--- src/rtl/booth_mult_arbiter.sv ---
// Round-robin arbiter sharing one sequential 8x8 radix-2 Booth multiplier among NREQ requesters.
// Sequences load plus eight Booth steps, then returns the tagged 16-bit product.
module booth_mult_arbiter #(
  parameter int unsigned NREQ = 4,
  parameter int unsigned IDW  = 2
) (
  input  logic                 clk,
  input  logic                 rst,
  input  logic [NREQ-1:0]      req_valid,
  input  logic [8*NREQ-1:0]    req_mc,
  input  logic [8*NREQ-1:0]    req_mp,
  output logic [NREQ-1:0]      req_ready,
  output logic                 mul_start,
  output logic [7:0]           mul_mc,
  output logic [7:0]           mul_mp,
  input  logic [15:0]          mul_prod,
  output logic                 res_valid,
  output logic [IDW-1:0]       res_id,
  output logic [15:0]          res_prod,
  output logic                 busy
);

  localparam int unsigned OPW   = 8;
  localparam int unsigned CW    = 3;
  localparam int unsigned STEPS = 8;

  typedef enum logic [1:0] {
    S_IDLE,
    S_LOAD,
    S_RUN,
    S_DONE
  } state_t;

  state_t          state, state_nxt;
  logic [CW-1:0]   cnt, cnt_nxt;
  logic [IDW-1:0]  rr_ptr, rr_ptr_nxt;
  logic [IDW-1:0]  own_id;
  logic [IDW-1:0]  gnt_idx, hi_idx, lo_idx;
  logic            hi_found, lo_found;
  logic            take;
  logic [OPW-1:0]  sel_mc, sel_mp;

  // First valid requester at or above rr_ptr, else the lowest valid one (wrap).
  always_comb begin
    hi_found = 1'b0;
    lo_found = 1'b0;
    hi_idx   = '0;
    lo_idx   = '0;
    for (int i = int'(NREQ) - 1; i >= 0; i--) begin
      if (req_valid[i]) begin
        lo_found = 1'b1;
        lo_idx   = IDW'(i);
        if (i >= int'(rr_ptr)) begin
          hi_found = 1'b1;
          hi_idx   = IDW'(i);
        end
      end
    end
    gnt_idx = hi_found ? hi_idx : lo_idx;
  end

  // Operand mux for the granted requester.
  always_comb begin
    sel_mc = '0;
    sel_mp = '0;
    for (int i = 0; i < int'(NREQ); i++) begin
      if (gnt_idx == IDW'(i)) begin
        sel_mc = req_mc[i*OPW +: OPW];
        sel_mp = req_mp[i*OPW +: OPW];
      end
    end
  end

  // Next-state, counter, pointer and combinational accept.
  always_comb begin
    state_nxt  = state;
    cnt_nxt    = cnt;
    rr_ptr_nxt = rr_ptr;
    req_ready  = '0;
    take       = 1'b0;
    case (state)
      S_IDLE: begin
        if (lo_found && !rst) begin
          take       = 1'b1;
          req_ready  = NREQ'(1) << gnt_idx;
          rr_ptr_nxt = (int'(gnt_idx) == int'(NREQ) - 1) ? '0 : gnt_idx + IDW'(1);
          state_nxt  = S_LOAD;
        end
      end
      S_LOAD: begin
        cnt_nxt   = '0;
        state_nxt = S_RUN;
      end
      S_RUN: begin
        cnt_nxt = cnt + CW'(1);
        if (cnt == CW'(STEPS - 1)) begin
          state_nxt = S_DONE;
        end
      end
      S_DONE: begin
        state_nxt = S_IDLE;
      end
      default: begin
        state_nxt = S_IDLE;
      end
    endcase
  end

  always_ff @(posedge clk or posedge rst) begin
    if (rst) begin
      state  <= S_IDLE;
      cnt    <= '0;
      rr_ptr <= '0;
    end else begin
      state  <= state_nxt;
      cnt    <= cnt_nxt;
      rr_ptr <= rr_ptr_nxt;
    end
  end

  // Registered datapath controls and result capture.
  always_ff @(posedge clk or posedge rst) begin
    if (rst) begin
      mul_start <= 1'b0;
      mul_mc    <= '0;
      mul_mp    <= '0;
      own_id    <= '0;
      busy      <= 1'b0;
      res_valid <= 1'b0;
      res_id    <= '0;
      res_prod  <= '0;
    end else begin
      mul_start <= (state_nxt == S_LOAD);
      busy      <= (state_nxt != S_IDLE);
      res_valid <= (state == S_DONE);
      if (take) begin
        mul_mc <= sel_mc;
        mul_mp <= sel_mp;
        own_id <= gnt_idx;
      end
      if (state == S_DONE) begin
        res_prod <= mul_prod;
        res_id   <= own_id;
      end
    end
  end

endmodule

--- config.mk ---
export PLATFORM = sky130hd
export DESIGN_NAME = booth_mult_arbiter
export DESIGN_NICKNAME = d
export VERILOG_FILES = /design/src/rtl/booth_mult_arbiter.sv
export SDC_FILE = /design/constraint.sdc
export NUM_CORES = 1
export LEC_CHECK = 0
export ABC_CLOCK_PERIOD_IN_PS = 4000
export CORE_UTILIZATION = 30
export DETAILED_ROUTE_END_ITERATION = 10
export GPL_TIMING_DRIVEN = 1
export MAX_ROUTING_LAYER = met4
export PLACE_DENSITY_LB_ADDON = 0.2
export SYNTH_ARGS = -nofsm -noshare
export SYNTH_HDL_FRONTEND = slang
export SYNTH_SLANG_ARGS = --single-unit
--- constraint.sdc ---
create_clock -name clk -period 4 [get_ports clk]
set_input_delay 1 -clock clk [delete_from_list [all_inputs] [get_ports clk]]
set_output_delay 1 -clock clk [all_outputs]
set_load 0.02 [all_outputs]
# After elaboration in Yosys (flattened, before gate mapping)
# Cells that the tools add are included.
# totals
register_bits,46
out_inout_bits,41
# op_classes
addsub,2
n_lt_le_gt_ge,3
n_eq_ne,9
shift,1
mux,38
n_reduce_logical,7
# op_table
cell,n
2-to-1 mux 8 bit,8
2-to-1 mux 2 bit,14
2-to-1 mux 1 bit,12
== test 2 x 1 -> 1 bit (second input constant),4
== test 2 bit (second input constant),4
2-to-1 mux 4 bit,2
one-hot mux 2 bit (4 select lines),1
one-hot mux 3 bit (2 select lines),1
>= comparator 1 x 2 -> 1 bit (first input constant),2
zero test 2 bit,2
nonzero test 2 bit,2
left shift 1 x 2 -> 4 bit (first input constant),1
adder 3 x 1 -> 3 bit (second input constant),1
== test 3 bit (second input constant),1
adder 2 x 1 -> 2 bit (second input constant),1
>= comparator 2 bit (first input constant),1
AND reduction 2 bit,1
logical AND 1 bit,1
zero test 1 bit,1

# Longest topological paths before layout
# Gate-level depths: netlist of the first run.
# depth
depth_word,13
ltp_mapped,9
ltp_nobuf,7

# Least setup slack after synthesis of the first run
# OpenSTA, ideal clock, no wires.
# synth_path
kind,input to output
from,input port req_valid[2]
to,output port req_ready[3]
t_arrival_ns,2.359
setup_slack_ns,0.641
path_stages,7
path_cell_list,mux2i_1 > nor2_1 > nor3_1 > ha_1 > clkbuf_1 > clkbuf_1 > and3_1
# synth_via
elab_chain_cells,9
elab_cells_between_ends,21
classes_between,1 x shift; 19 x mux; 1 x reduce/logical
# synth_lines
element,line,rtl
start: declaration,9,"input logic [NREQ-1:0] req_valid,"
2-to-1 mux 2 bit or 2-to-1 mux 1 bit (tied branches),50,if (req_valid[i]) begin
2-to-1 mux 2 bit or 2-to-1 mux 1 bit (tied branches),53,if (i >= int'(rr_ptr)) begin
2-to-1 mux 2 bit or 2-to-1 mux 1 bit (tied branches),50,
2-to-1 mux 2 bit or 2-to-1 mux 1 bit (tied branches),53,
2-to-1 mux 2 bit or 2-to-1 mux 1 bit (tied branches),50,
2-to-1 mux 2 bit (*),59,gnt_idx = hi_found ? hi_idx : lo_idx;
net gnt_idx[0],38,"logic [IDW-1:0] gnt_idx, hi_idx, lo_idx;"
left shift 1 x 2 -> 4 bit (*),85,req_ready = NREQ'(1) << gnt_idx;
2-to-1 mux 4 bit (*),83,if (lo_found && !rst) begin
2-to-1 mux 4 bit (*),81,case (state)
end: declaration,12,"output logic [NREQ-1:0] req_ready,"
# The timed path passes the listed nets; every way through them passes the cells marked *.

# Worst setup path after layout of the first run
# layout_path
from,input port req_valid[0]
to,output port req_ready[2]
# layout_via
elab_chain_cells,5
elab_cells_between_ends,9
classes_between,1 x shift; 7 x mux; 1 x reduce/logical
# layout_lines
element,line
2-to-1 mux 2 bit or 2-to-1 mux 1 bit (tied branches),50
2-to-1 mux 2 bit,59
left shift 1 x 2 -> 4 bit,85
2-to-1 mux 4 bit (*),83
2-to-1 mux 4 bit (*),81
# Mark *: on every way between the ends. The rest lies on a longest branch, timed or not.

==> results of run 1 <==
per-stage QoR:
step	instance area, um^2	std cells
global placement	4000	481
CTS	4090	489
detailed placement	4000	481
floorplan	2600	255
global route	4090	489
finish	4090	489
per-layer routing:
layer | global-route usage | vias up
met5 | - | -
met4 | 0.0568 | 0
met3 | 0.0455 | 15
met2 | 0.269 | 119
met1 | 0.205 | 1140
li1 | - | 1174
what timing repair did:
item | 4_1_cts | 5_1_grt
hold endpoints to repair | 0 | 0
endpoints found under the setup margin | 4 | 2
pin swaps | 0 | 0
gates resized for setup | 4 | 5
gates cloned | 0 | 0
power groups by stage:
stage	logic, mW	registers [mW]	clock network, mW
6_report	1.63	0.831	0.296
5_1_grt	1.78	0.866	0.326
4_1_cts	1.65	0.836	0.310
3_5_place_dp	1.65	0.845	0
3_3_place_gp	1.63	0.832	0
2_1_floorplan	0.757	1.06	0
layout make-up:
type	instances	area [um^2]
inverters	22	82.6
well taps	105	131
multi-input cells	167	1260
fillers	797	4210
flip-flops and latches	46	1150
repair buffers	141	1370
clock inverters	2	12.5
clock buffers	6	82.6
kinds of logic after synthesis:
logic type               after synthesis  share of synthesized area
AO/OA/AOI/OAI                         77                      0.216
adder cells (fa/ha/maj)                9                     0.0434
buffers and inverters                 42                     0.0723
flip-flops                            46                      0.443
multiplexers                          21                     0.0901
AND/OR/NAND/NOR                       60                      0.135
worst paths after layout:
check | from | slack [ps] | endpoint
min in group asynchronous | rst | 1330 | mul_mp[5]
min | cnt[0] | 490 | cnt[0]
max reg2reg | rr_ptr[1] | 1700 | mul_mc[6]
max in group asynchronous | rst | 2070 | mul_mp[7]
min reg2reg | cnt[0] | 490 | cnt[0]
max | req_valid[0] | 130 | req_ready[2]
synth_stat cells (6+ instances only):
library cell,number
sky130_fd_sc_hd__a31oi_1,17
sky130_fd_sc_hd__nand3b_1,17
sky130_fd_sc_hd__buf_2,12
sky130_fd_sc_hd__clkbuf_1,6
sky130_fd_sc_hd__dfrtp_1,46
sky130_fd_sc_hd__ha_1,9
sky130_fd_sc_hd__inv_1,22
sky130_fd_sc_hd__mux2_2,19
sky130_fd_sc_hd__nand2_1,20
sky130_fd_sc_hd__a221o_1,16
sky130_fd_sc_hd__a21oi_2,16
sky130_fd_sc_hd__a21oi_1,20
cell usage in the layout (no fill, tap or decap), types with 9 or more instances in the layout:
master,count
sky130_fd_sc_hd__buf_4,15
sky130_fd_sc_hd__a21oi_2,16
sky130_fd_sc_hd__ha_1,9
sky130_fd_sc_hd__clkdlybuf4s50_1,121
sky130_fd_sc_hd__nand3b_1,17
sky130_fd_sc_hd__mux2_2,19
sky130_fd_sc_hd__inv_1,21
sky130_fd_sc_hd__a31oi_1,17
sky130_fd_sc_hd__dfrtp_1,46
sky130_fd_sc_hd__a221o_1,16
sky130_fd_sc_hd__a21oi_1,20
sky130_fd_sc_hd__nand2_1,20
flip-flops by register name, summed over array words and instances (netlist names):
signal	count
rr_ptr	2
mul_start	1
res_id	2
res_valid	1
own_id	2
state	2
res_prod	16
cnt	3
busy	1
mul_mc	8
mul_mp	8
worst max-delay path: cells and delay by family:
| kind | cells | cell delay (ps) |
|---|---|---|
| simple gates | 3 | 600 |
| buf+inv | 3 | 880 |
| fa+ha+maj | 1 | 220 |
| mux | 1 | 160 |
==> metrics.txt, run 1 <==
# TYPE chip_impl_metric gauge
chip_impl_info{name="run_status",value="finished clean"} 1
chip_impl_metric{name="net_switching_component_of_the_power",unit="mW"} 1.11
chip_impl_metric{name="die_h",unit="um"} 95.1
chip_impl_info{name="hp-class",value="reg2reg"} 1
chip_impl_metric{name="finalWeightedCongestion",unit=""} 0.812
chip_impl_metric{name="met3WireLength",unit="um"} 553
chip_impl_metric{name="die_width",unit="um"} 95.1
chip_impl_metric{name="synth_warnings",unit=""} 0
chip_impl_metric{name="setup-tns-final",unit="ps"} 0
chip_impl_metric{name="layout_min_cycle_time",unit="ps"} 3870
chip_impl_metric{name="io_buffers",unit=""} 126
chip_impl_metric{name="grt_antenna_before_repair",unit=""} 0
chip_impl_metric{name="clock_latency",unit="ps"} 290
chip_impl_metric{name="dr.pass1.iters",unit=""} 5
chip_impl_metric{name="slew-limit-headroom",unit=""} 0.357
chip_impl_metric{name="remaining_drc_errors",unit=""} 0
chip_impl_metric{name="fin_hold_ws",unit="ps"} 493
chip_impl_metric{name="setup_bufs_post_cts",unit=""} 0
chip_impl_metric{name="synth_cell_area",unit="um^2"} 2600
chip_impl_info{name="cts_root_buffer",value="sky130_fd_sc_hd__clkbuf_8"} 1
chip_impl_metric{name="cts_hold_buf",unit=""} 0
chip_impl_metric{name="comb_power_share",unit=""} 0.592
chip_impl_metric{name="cts_made_buffers",unit=""} 5
chip_impl_metric{name="design.core.area",unit="um^2"} 8300
chip_impl_metric{name="cell_internal_pwr",unit="mW"} 1.66
chip_impl_metric{name="ir_worst_vdd",unit="V"} 0.000257
chip_impl_metric{name="netlist-cell-type-count",unit=""} 32
chip_impl_metric{name="total_power",unit="mW"} 2.76
chip_impl_info{name="dominantRegCellSynth",value="sky130_fd_sc_hd__dfrtp_1"} 1
chip_impl_metric{name="finalClockSkew",unit="ps"} 2.56
chip_impl_info{name="crit_chain",value="clkdlybuf4s50_1, buf_4, mux2i_2, nor2_1, or3_1, ha_1, and3_1, clkdlybuf4s15_1"} 1
chip_impl_metric{name="antenna_left",unit=""} 0
chip_impl_metric{name="timing.reg2reg.worst_path_depth",unit=""} 8
chip_impl_metric{name="crit_fanout",unit=""} 5
chip_impl_metric{name="grt_max_degree",unit=""} 47
chip_impl_info{name="worst_setup_path_start_kind",value="input pin"} 1
chip_impl_metric{name="cts.clk_slew.worst_paths",unit="ps"} 90
chip_impl_metric{name="dpl.hpwl",unit="um"} 5380
chip_impl_metric{name="synth-edff-count",unit=""} 0
chip_impl_info{name="synth_top_area_cell",value="sky130_fd_sc_hd__dfrtp_1"} 1
chip_impl_info{name="path_class",value="in2out"} 1
chip_impl_metric{name="syn_inst",unit=""} 255
chip_impl_metric{name="m1WireLength",unit="um"} 3220
chip_impl_metric{name="via_per_inst",unit=""} 5.01
chip_impl_metric{name="synthesized_net_count",unit=""} 350
chip_impl_metric{name="grt_pass1_wl",unit="um"} 11300
chip_impl_metric{name="grt_overflow",unit=""} 0
chip_impl_metric{name="first_global_vias",unit=""} 2386
chip_impl_metric{name="critical_path.max_stage_delay",unit="ps"} 420
chip_impl_info{name="worst_path_max_delay_cell",value="sky130_fd_sc_hd__clkdlybuf4s50_1"} 1
chip_impl_metric{name="timing.critical_path.arrival",unit="ps"} 2870
chip_impl_metric{name="syn_avg_cell_area",unit="um^2"} 10.2
chip_impl_info{name="worst_setup_path_end_kind",value="primary output"} 1
chip_impl_metric{name="max_freq",unit="MHz"} 259
chip_impl_metric{name="grt_usage",unit=""} 0.168
chip_impl_metric{name="post_route_cells_drive_above_1_share",unit=""} 0.174
chip_impl_info{name="dr.max_layer_used",value="met4"} 1
chip_impl_metric{name="total_i_o_pin_count",unit=""} 127
chip_impl_metric{name="dr_wl_met2",unit="um"} 3240
chip_impl_metric{name="row_count",unit=""} 33
chip_impl_metric{name="route.vias.total",unit=""} 2448
chip_impl_metric{name="final-setup-viol-count",unit=""} 0
chip_impl_metric{name="worst_hold_path.num_cells",unit=""} 1
chip_impl_info{name="tritoncts_clock_tree",value="built"} 1
chip_impl_metric{name="hold_violations",unit=""} 0
chip_impl_metric{name="maxCapViolCount",unit=""} 0
chip_impl_metric{name="yosys.area.top_type_share",unit=""} 0.443
chip_impl_metric{name="clock_power_share",unit=""} 0.107
chip_impl_metric{name="die-area",unit="um^2"} 9030
chip_impl_metric{name="ctsLongestPathBuffers",unit=""} 2
chip_impl_metric{name="drt_iter0_markers",unit=""} 52
chip_impl_metric{name="leakagePower",unit="nW"} 1.69
chip_impl_info{name="cells_taking_the_most_area_after_synthesis",value="sky130_fd_sc_hd__dfrtp_1 44%, sky130_fd_sc_hd__mux2_2 8.2%, sky130_fd_sc_hd__a221o_1 6.2%"} 1
chip_impl_metric{name="timing_worst_slew_pin_value",unit="ps"} 962
chip_impl_metric{name="cts_htree_levels",unit=""} 2
chip_impl_metric{name="synth-seq-cells",unit=""} 46
chip_impl_info{name="rsz0062_at_grt",value="no"} 1
chip_impl_metric{name="antenna_cells_inserted",unit=""} 0
chip_impl_metric{name="power.density",unit="nW/um^2"} 674
chip_impl_metric{name="drt-total-wl",unit="um"} 7190
chip_impl_metric{name="layout_worst_path_cycle_share",unit=""} 0.967
chip_impl_metric{name="ys_async_sr_fraction",unit=""} 1.00
chip_impl_metric{name="wl_per_cell",unit="um"} 14.7
chip_impl_metric{name="dp_slack",unit="ps"} -130
chip_impl_metric{name="crit_required",unit="ps"} 3000
chip_impl_metric{name="cts_num_sinks",unit=""} 46
chip_impl_metric{name="layout_setup_ws",unit="ps"} 134
chip_impl_metric{name="pwr-share-seq",unit=""} 0.301
chip_impl_metric{name="power_switching_share",unit=""} 0.400
chip_impl_metric{name="area_delta_synth_final",unit="%"} 57.6
chip_impl_metric{name="number_of_nets_in_the_layout",unit=""} 478
chip_impl_metric{name="final_core_util",unit=""} 0.493
chip_impl_metric{name="synth_seq_area_share",unit=""} 0.443
chip_impl_metric{name="initial_utilization",unit=""} 0.313
chip_impl_metric{name="final-max-slew-violation-count",unit=""} 0
(Power assumes the default switching activity.)
==> run 2, diff against run 1 <==
--- a/config.mk
+++ b/config.mk
@@ -6,7 +6,7 @@
 export NUM_CORES = 1
 export LEC_CHECK = 0
 export ABC_CLOCK_PERIOD_IN_PS = 4000
-export CORE_UTILIZATION = 30
+export CORE_UTILIZATION = 44
 export DETAILED_ROUTE_END_ITERATION = 10
 export GPL_TIMING_DRIVEN = 1
 export MAX_ROUTING_LAYER = met4
==> metrics.txt, run 2 (synthesis gave the netlist of run 1 again) <==
# TYPE chip_impl_metric gauge
chip_impl_info{name="run_status",value="finished clean"} 1
chip_impl_metric{name="design.core.area",unit="um^2"} 5610
chip_impl_metric{name="drt-total-wl",unit="um"} 6750
chip_impl_info{name="startpoint",value="req_valid[0]"} 1
chip_impl_metric{name="dr.pass1.iters",unit=""} 4
chip_impl_metric{name="cts_htree_levels",unit=""} 2
chip_impl_metric{name="cts.clk_slew.worst_paths",unit="ps"} 80
chip_impl_metric{name="hold_violations",unit=""} 0
chip_impl_metric{name="maxCapViolCount",unit=""} 0
chip_impl_metric{name="largest_register_ffs",unit=""} 16
chip_impl_metric{name="slew-limit-headroom",unit=""} 0.354
chip_impl_metric{name="net_switching_component_of_the_power",unit="mW"} 1.09
chip_impl_metric{name="clock_power_share",unit=""} 0.097
chip_impl_metric{name="cell_internal_pwr",unit="mW"} 1.64
chip_impl_metric{name="cts_made_buffers",unit=""} 5
chip_impl_metric{name="initial_utilization",unit=""} 0.463
chip_impl_info{name="tritoncts_clock_tree",value="built"} 1
chip_impl_metric{name="grt_usage",unit=""} 0.228
chip_impl_metric{name="max_freq",unit="MHz"} 259
chip_impl_metric{name="leakagePower",unit="nW"} 1.70
chip_impl_info{name="path_class",value="in2out"} 1
chip_impl_metric{name="crit_fanout",unit=""} 4
chip_impl_info{name="biggestRegsByFlops",value="res_prod: 16 flops, mul_mc: 8 flops, mul_mp: 8 flops"} 1
chip_impl_metric{name="grt_antenna_before_repair",unit=""} 0
chip_impl_metric{name="antenna_cells_inserted",unit=""} 0
chip_impl_metric{name="drt_iter0_markers",unit=""} 80
chip_impl_info{name="leading_cell_type_in_the_layout_fill_and_taps_excluded",value="sky130_fd_sc_hd__clkdlybuf4s50_1"} 1
chip_impl_metric{name="number_of_nets_in_the_layout",unit=""} 480
chip_impl_info{name="cts_root_buffer",value="sky130_fd_sc_hd__clkbuf_8"} 1
chip_impl_metric{name="die_width",unit="um"} 78.8
chip_impl_metric{name="final-setup-viol-count",unit=""} 0
chip_impl_metric{name="crit_required",unit="ps"} 3000
chip_impl_metric{name="total_power",unit="mW"} 2.73
chip_impl_metric{name="total_i_o_pin_count",unit=""} 127
chip_impl_info{name="critical_path.reg2reg.startpoint",value="rr_ptr[1]"} 1
chip_impl_metric{name="post-place-cells",unit=""} 450
chip_impl_metric{name="timing.critical_path.arrival",unit="ps"} 2870
chip_impl_info{name="rsz0062_at_grt",value="no"} 1
chip_impl_metric{name="first_global_vias",unit=""} 2315
chip_impl_metric{name="grt_max_degree",unit=""} 47
chip_impl_metric{name="route.vias.total",unit=""} 2433
chip_impl_metric{name="power.density",unit="nW/um^2"} 673
chip_impl_info{name="top_register_by_number_of_flip_flops",value="res_prod"} 1
chip_impl_metric{name="remaining_drc_errors",unit=""} 0
chip_impl_metric{name="clock_latency",unit="ps"} 300
chip_impl_metric{name="ctsLongestPathBuffers",unit=""} 2
chip_impl_metric{name="wl_per_cell",unit="um"} 14.8
chip_impl_metric{name="nFillCells",unit=""} 446
chip_impl_metric{name="layout_min_cycle_time",unit="ps"} 3870
chip_impl_metric{name="layout_worst_path_cycle_share",unit=""} 0.967
chip_impl_metric{name="dpl.hpwl",unit="um"} 5070
chip_impl_metric{name="grt_pass1_wl",unit="um"} 10700
chip_impl_info{name="timing.hold.worst.start",value="cnt[0]"} 1
chip_impl_metric{name="instances_no_fill",unit=""} 457
chip_impl_metric{name="die-area",unit="um^2"} 6210
chip_impl_metric{name="io_buffers",unit=""} 126
chip_impl_metric{name="area_delta_synth_final",unit="%"} 56.2
chip_impl_metric{name="die_h",unit="um"} 78.8
chip_impl_info{name="worst_setup_path_end_kind",value="primary output"} 1
chip_impl_metric{name="pwr-share-seq",unit=""} 0.306
chip_impl_metric{name="row_count",unit=""} 27
chip_impl_metric{name="via_per_inst",unit=""} 5.32
chip_impl_metric{name="cts_num_sinks",unit=""} 46
chip_impl_metric{name="timing_worst_slew_pin_value",unit="ps"} 968
chip_impl_metric{name="power_switching_share",unit=""} 0.401
chip_impl_metric{name="post_route_cells_drive_above_1_share",unit=""} 0.174
chip_impl_info{name="worst_setup_path_start_kind",value="input pin"} 1
chip_impl_metric{name="antenna_left",unit=""} 0
chip_impl_metric{name="grt_overflow",unit=""} 0
chip_impl_metric{name="comb_power_share",unit=""} 0.597
chip_impl_metric{name="finalClockSkew",unit="ps"} 10.4
chip_impl_info{name="hp-class",value="reg2reg"} 1
chip_impl_info{name="most-common-layout-cells",value="121 x sky130_fd_sc_hd__clkdlybuf4s50_1, 46 x sky130_fd_sc_hd__dfrtp_1, 21 x sky130_fd_sc_hd__inv_1"} 1
chip_impl_metric{name="final-max-slew-violation-count",unit=""} 0
chip_impl_metric{name="ir_worst_vdd",unit="V"} 0.000381
chip_impl_metric{name="finalWeightedCongestion",unit=""} 0.824
## run 2: power by group through the flow
stage	logic, mW	clock network (mW)	registers [mW]
3_3_place_gp	1.61	0	0.833
5_1_grt	1.75	0.294	0.864
3_5_place_dp	1.63	0	0.847
4_1_cts	1.64	0.271	0.838
6_report	1.63	0.265	0.834
2_1_floorplan	0.757	0	1.06
## run 2: timing repair
action,4_1_cts,5_1_grt
hold endpoints to repair,0,0
resized for setup,5,2
buffers inserted,0,0
setup endpoints to repair,4,2
hold buffers,0,0
## run 2: final timing paths
path	end	slack, ps	cells past startpoint
setup / recovery	req_ready[0]	130	7
hold / removal	cnt[0]	480	1
setup reg to reg	mul_mc[2]	1630	7
hold reg to reg	cnt[0]	480	1
max in group asynchronous	mul_mp[2]	2080	2
min in group asynchronous	mul_mp[6]	1310	2
## run 2: final cells by class
| cell class | instances | area, um^2 | area share |
|---|---|---|---|
| multi-input cells | 167 | 1270 | 0.312 |
| inverters | 22 | 82.6 | 0.0204 |
| flip-flops and latches | 46 | 1150 | 0.284 |
| clock buffers | 5 | 68.8 | 0.0170 |
| repair buffers | 143 | 1390 | 0.342 |
| well taps | 72 | 90.1 | 0.0222 |
| clock inverters | 2 | 10.0 | 0.00247 |
## run 2: critical path: stages
cell                              delay, ps
sky130_fd_sc_hd__clkdlybuf4s50_1        450
sky130_fd_sc_hd__mux2i_1                230
sky130_fd_sc_hd__nor2_1                  90
sky130_fd_sc_hd__or3_1                  390
sky130_fd_sc_hd__ha_1                   230
sky130_fd_sc_hd__and3_1                 150
sky130_fd_sc_hd__dlygate4sd2_1          330
## run 2: metal layers
layer,share of wire,track usage
met1,0.44,0.270
met3,0.064,0.0494
met4,0.016,0.0800
met2,0.48,0.385
met5,0,-
## run 2: per-stage QoR
| step | hold WS, ps | utilization | cell area [um^2] | setup slack, ps | TNS, ps |
|---|---|---|---|---|---|
| after global routing | 500 | 0.724 | 4060 | 49.0 | 0 |
| after floorplan | 457 | - | 2600 | 641 | 0 |
| after detailed placement | 480 | 0.709 | 3970 | -178 | -560 |
| after CTS | 490 | 0.723 | 4050 | 79.8 | 0 |
| final | 482 | 0.724 | 4060 | 133 | 0 |
| after global placement | 467 | 0.709 | 3970 | -121 | -320 |
